$ cat src/rtl/barrel_pkg.sv
// Shared definitions for the dynamic barrel shifter.
// Optional feature macro: BARREL_ROTATE_EN (adds the circular-rotate mode).
package barrel_pkg;

  // Default datapath width; must be a power of two >= 2.
  localparam int DATA_W  = 32;
  localparam int SHIFT_W = $clog2(DATA_W);

  typedef logic [DATA_W-1:0]  data_t;
  typedef logic [SHIFT_W-1:0] shamt_t;

  // Direction encoding: left moves bits toward the MSB.
  localparam logic DIR_LEFT  = 1'b0;
  localparam logic DIR_RIGHT = 1'b1;

endpackage

$ cat src/rtl/barrel_stage.sv
// One conditional shift-by-2^K stage of the barrel shifter.
// With BARREL_ROTATE_EN defined, the vacated bits can be refilled with the
// bits shifted out (rotate); otherwise they are always zero.
module barrel_stage
  import barrel_pkg::*;
#(
  parameter int DATA_W = 32,
  parameter int K      = 0
) (
  input  logic [DATA_W-1:0] data_in,
  input  logic              en,
  input  logic              direction,
`ifdef BARREL_ROTATE_EN
  input  logic              rotate,
`endif
  output logic [DATA_W-1:0] data_out
);

  // Distance moved by this stage when enabled; always < DATA_W.
  localparam int S = 1 << K;

  logic [S-1:0] fill_l;
  logic [S-1:0] fill_r;

  // Fill bits for the vacated positions: zero, or the wrapped-around bits.
  always_comb begin
    fill_l = '0;
    fill_r = '0;
`ifdef BARREL_ROTATE_EN
    if (rotate) begin
      fill_l = data_in[DATA_W-1 -: S];
      fill_r = data_in[S-1:0];
    end
`endif
  end

  // Pass through, or move by S in the selected direction.
  always_comb begin
    data_out = data_in;
    if (en) begin
      if (direction == DIR_LEFT) begin
        data_out = {data_in[DATA_W-S-1:0], fill_l};
      end else begin
        data_out = {fill_r, data_in[DATA_W-1:S]};
      end
    end
  end

endmodule

$ cat src/rtl/barrel_shifter_dynamic.sv
// Registered logical barrel shifter: one operand per clock, result one clock
// later. Optional feature macro: BARREL_ROTATE_EN (adds the rotate input).
//
// Handshake: valid_in qualifies data_in/shift_amt/direction(/rotate) in the
// cycle it is high; there is no ready, every valid operand is accepted unless
// rst is high on the same edge. valid_out is high for exactly the one cycle
// after an accepted operand; data_out holds its value while valid_out is low.
module barrel_shifter_dynamic
  import barrel_pkg::*;
#(
  parameter  int DATA_W  = barrel_pkg::DATA_W,
  localparam int SHIFT_W = $clog2(DATA_W)
) (
  input  logic               clk,
  input  logic               rst,
  input  logic               valid_in,
  input  logic [DATA_W-1:0]  data_in,
  input  logic [SHIFT_W-1:0] shift_amt,
  input  logic               direction,
`ifdef BARREL_ROTATE_EN
  input  logic               rotate,
`endif
  output logic [DATA_W-1:0]  data_out,
  output logic               valid_out
);

  // stage_d[k] is the operand after stages 0..k-1 have been applied.
  logic [DATA_W-1:0] stage_d [SHIFT_W+1];

  assign stage_d[0] = data_in;

  // log2(DATA_W) mux stages; stage k moves by 2^k when shift_amt[k] is set.
  for (genvar k = 0; k < SHIFT_W; k++) begin : g_stage
    barrel_stage #(
      .DATA_W (DATA_W),
      .K      (k)
    ) u_stage (
      .data_in   (stage_d[k]),
      .en        (shift_amt[k]),
      .direction (direction),
`ifdef BARREL_ROTATE_EN
      .rotate    (rotate),
`endif
      .data_out  (stage_d[k+1])
    );
  end

  // Output register: reset wins, capture on valid, otherwise hold data.
  always_ff @(posedge clk) begin
    if (rst) begin
      data_out  <= '0;
      valid_out <= 1'b0;
    end else begin
      valid_out <= valid_in;
      if (valid_in) begin
        data_out <= stage_d[SHIFT_W];
      end
    end
  end

endmodule

$ cat config.mk
export PLATFORM = sky130hd
export DESIGN_NAME = barrel_shifter_dynamic
export DESIGN_NICKNAME = d
export VERILOG_FILES = /design/src/rtl/barrel_pkg.sv /design/src/rtl/barrel_stage.sv /design/src/rtl/barrel_shifter_dynamic.sv
export SDC_FILE = /design/constraint.sdc
export NUM_CORES = 1
export LEC_CHECK = 0
export CAP_MARGIN = 20
export CORE_UTILIZATION = 32
export CTS_BUF_LIST = sky130_fd_sc_hd__clkbuf_8 sky130_fd_sc_hd__clkbuf_16
export CTS_CLUSTER_SIZE = 16
export DETAILED_ROUTE_END_ITERATION = 6
export MAX_ROUTING_LAYER = met4
export PLACE_DENSITY_LB_ADDON = 0.12
export SETUP_SLACK_MARGIN = 0.5
export SYNTH_ARGS = -nofsm -noshare
export SYNTH_HDL_FRONTEND = slang
export SYNTH_HIERARCHICAL = 1
export SYNTH_SLANG_ARGS = --single-unit
$ cat constraint.sdc
create_clock -name clk -period 3.98 [get_ports clk]
set_clock_uncertainty 0.1 [all_clocks]
set_input_delay 0.398 -clock clk [delete_from_list [all_inputs] [get_ports clk]]
set_output_delay 0.398 -clock clk [all_outputs]
set_load 0.005 [all_outputs]
==> summary.md <==
The startpoint identified for the worst hold timing path is data_out[20]$_SDFFE_PP0P_. Nature of the critical path startpoint: a primary input. The run finished with clean final reports.

The run gives 3656 as the number of global-route vias before repair. CTS placed an instance of clkbuf_16 at the clock tree root. The pre-antenna-repair detailed-routing pass consisted of 4 iterations. The count of nets left with antenna violations once routing finished came out at 0. The number of synthesized flops with an enable pin is 0. Max-cap violations in this run came to 0. The classification of the worst-slack hold path is flop to flop. The layout-stage area growth over the synthesis result is 16.7%.

The number of hold buffers added after CTS was 0. After global routing the overflow that remains totals 0. In this run the standard cell core region covers 12700 µm².

The share of the Yosys chip area taken by registers is 15.8%. The number of levels in the clock H-tree is 2, and the post-layout total power is 1.41 mW. The I/O pin total is 74. Yosys instantiated no cell more often than mux2i_1.

The final critical path time including I/O delays and setup works out to 3.09 ns. For the worst setup path, the data arrival time is 3.20 ns. The run gives 13500 µm² as the area enclosed by the die boundary. Summed over all cells, the static leakage comes to 2.18 nW.

Setup total negative slack on the finished layout was measured at 0 ns. The y dimension of the die is 116 µm. The count of clock tree sinks is 33, and the half-perimeter wire length after placement is 8600 µm.

The remaining design rule violation count was 0. The run gives 0 as the initial antenna violation count. The starting density of the core came out at 32.9%. Origin of the worst setup path: shift_amt[0]. The ratio of total power to cell area was 289 nW/µm². The clock latency on the worst-skew pair is 0.27 ns, and the distinct cell type count of the synthesized netlist is 23. The combined global-route utilization of all metal layers came out at 17.9%. In the post-synthesis netlist, the biggest area contributors are mux2i_1, dfxtp_1, a21oi_1. After clock tree synthesis, the setup repair step added 0 buffers.

The kind of critical path was primary input to flop. Summing all placed instances gives a cell area of 4690 µm². The tools report the max-slew violation total from the final report as 0. Once layout is complete, the cells apart from fillers number 757.

Setup repair after global routing left no endpoint under its margin. Counting flops with an async set or reset pin after synthesis yields a share of 0%. Summed over its instances, the top area cell type makes up 31.2% of the synthesized netlist area. Once the clock tree was built, the resizer swapped 0 gates to a different size. TritonCTS built the clock tree. Ranked by instance count, the synthesized netlist is headed by mux2i_1, nor2_1, a21oi_1, a22o_1, dfxtp_1. The routed wire length per instance works out to 15.0 µm. After synthesis, the mean cell area works out to 7.58 µm².

For the total via count after detailed routing, the log shows 3910. Yosys printed 6 warnings. Once layout is done, the placed cells without fillers occupy 4860 µm².

The tools report the number of cell rows as 41. Maximum frequency from static timing analysis: 0.324 GHz. Measured along the x axis, the die boundary spans 116 µm.

The element type at the critical path end is a flop. In this run the tightest slew margin relative to its limit is 34.5%. Dividing the detail-routed via count by the number of cells gives 5.17. Wires add up to 11400 µm.

The total count of hold-check failures in the final report is 0, and the ratio of cells with drive above 1 in the final layout is 4.44%. The last weighted congestion value of the routability-driven placer was 0.791; the required time at the endpoint of the critical path was 4.09 ns. The run gives 0.389 ns as the tightest hold margin. Across the VDD grid, the largest voltage drop is 0.000160 V. The beginning of the worst register-to-register path is data_out[6]$_SDFFE_PP0P_. Cell count after synthesis: 550. Port buffering added 73 buffers. Net count after synthesis: 591. Including well taps, the total number of placed cells is 749. For the maximum count of clock buffers along a single path, the log shows 2.

In this run, synthesis produced a sequential element count of 33. Number of buffers created by CTS: 5. Setup violations remaining at the end of the flow were counted as 0. For the number of violations reported at the end of detailed-routing iteration 0, the log shows 168.

The cell area that synthesis handed to floorplanning was 4170 µm². The total inserted antenna cells was 0. Entering global routing, the biggest net connects 63 pins. The clock transition at the registers of the reported paths was 0.05 ns; the highest net fanout along the worst path was 33.

For this run, the leading register cell type out of synthesis is dfxtp_1. For this run, the post-layout net count is 625. The synthesized design spends more area on one cell type than any other, namely mux2i_1. The first global-routing pass estimated 18500 µm of wire. At the pin with the least slew margin, the transition time is 0.982 ns. Of the available clock period, the critical path in the final layout requires 77.5%.
[layout make-up]
type,count,area (µm²)
inverters,19,71.3
clock inverters,2,33.8
multi-input cells,443,2920
fillers,1359,7810
clock buffers,6,139
flip-flops and latches,33,661
repair buffers,82,821
well taps,172,215
[cell families (layout without fill, tap and decap cells)]
logic type / count (synthesis) / in the layout / share of synthesized area, %
buffers and inverters: 74 / 109 / 14.0
multiplexers: 130 / 130 / 31.2
AO/OA/AOI/OAI: 160 / 160 / 23.3
AND/OR/NAND/NOR: 153 / 153 / 15.6
flip-flops: 33 / 33 / 15.8
[power breakdown]
part	leakage (nW)	total, mW	switching, mW	internal [mW]
registers	0.271	0.369	0.0135	0.356
clock network	0.0883	0.447	0.137	0.310
logic	1.82	0.590	0.320	0.270
[path summary, 6_finish.rpt]
kind / slack [ns] / depth (start not counted) / to
hold reg to reg: 0.39 / 2 / data_out[20]$_SDFFE_PP0P_
setup reg to reg: 3.18 / 2 / data_out[6]$_SDFFE_PP0P_
hold / removal: 0.39 / 2 / data_out[20]$_SDFFE_PP0P_
setup / recovery: 0.89 / 14 / data_out[29]$_SDFFE_PP0P_
[per-layer routing]
metal,vias to the layer above,wire (µm),track usage (%)
met3,4,439,2.39
met5,-,0,-
met1,1810,5560,23.5
met2,72,5310,29.8
met4,0,55,2.65
li1,2024,-,-
[per-stage QoR]
stage               util, %  worst slack (ns)
finish                 38.4             0.894
global route           38.4             0.654
detailed placement     37.0             0.637
global placement       36.8             0.614
floorplan                 -              1.59
CTS                    38.4             0.918
[critical path, stage by stage]
cell and delay [ns]:
buf_2 0.42, buf_12 0.24, nor2_1 0.07, a21oi_1 0.24, mux2i_1 0.11, a21oi_1 0.34, mux2i_1 0.13, a21oi_1 0.35
mux2i_1 0.12, a21oi_1 0.19, inv_1 0.07, o31ai_1 0.29, mux2i_1 0.12, nor2_1 0.11
[cells in the final DEF, fill, tap and decap left out, types with 4 or more instances in the layout]
cell	instances
mux2i_1	130
nor2_1	128
a21oi_1	98
clkdlybuf4s50_1	68
a22o_1	45
dfxtp_1	33
inv_1	20
o21ai_0	16
nand3_1	8
nand3b_1	8
buf_4	7
clkbuf_16	5
buf_2	4
[sequential cells by signal, summed over array words and instances, names as in the netlist]
signal and cells:
data_out 32, valid_out 1
No activity file was read; power rests on OpenSTA's default activity.
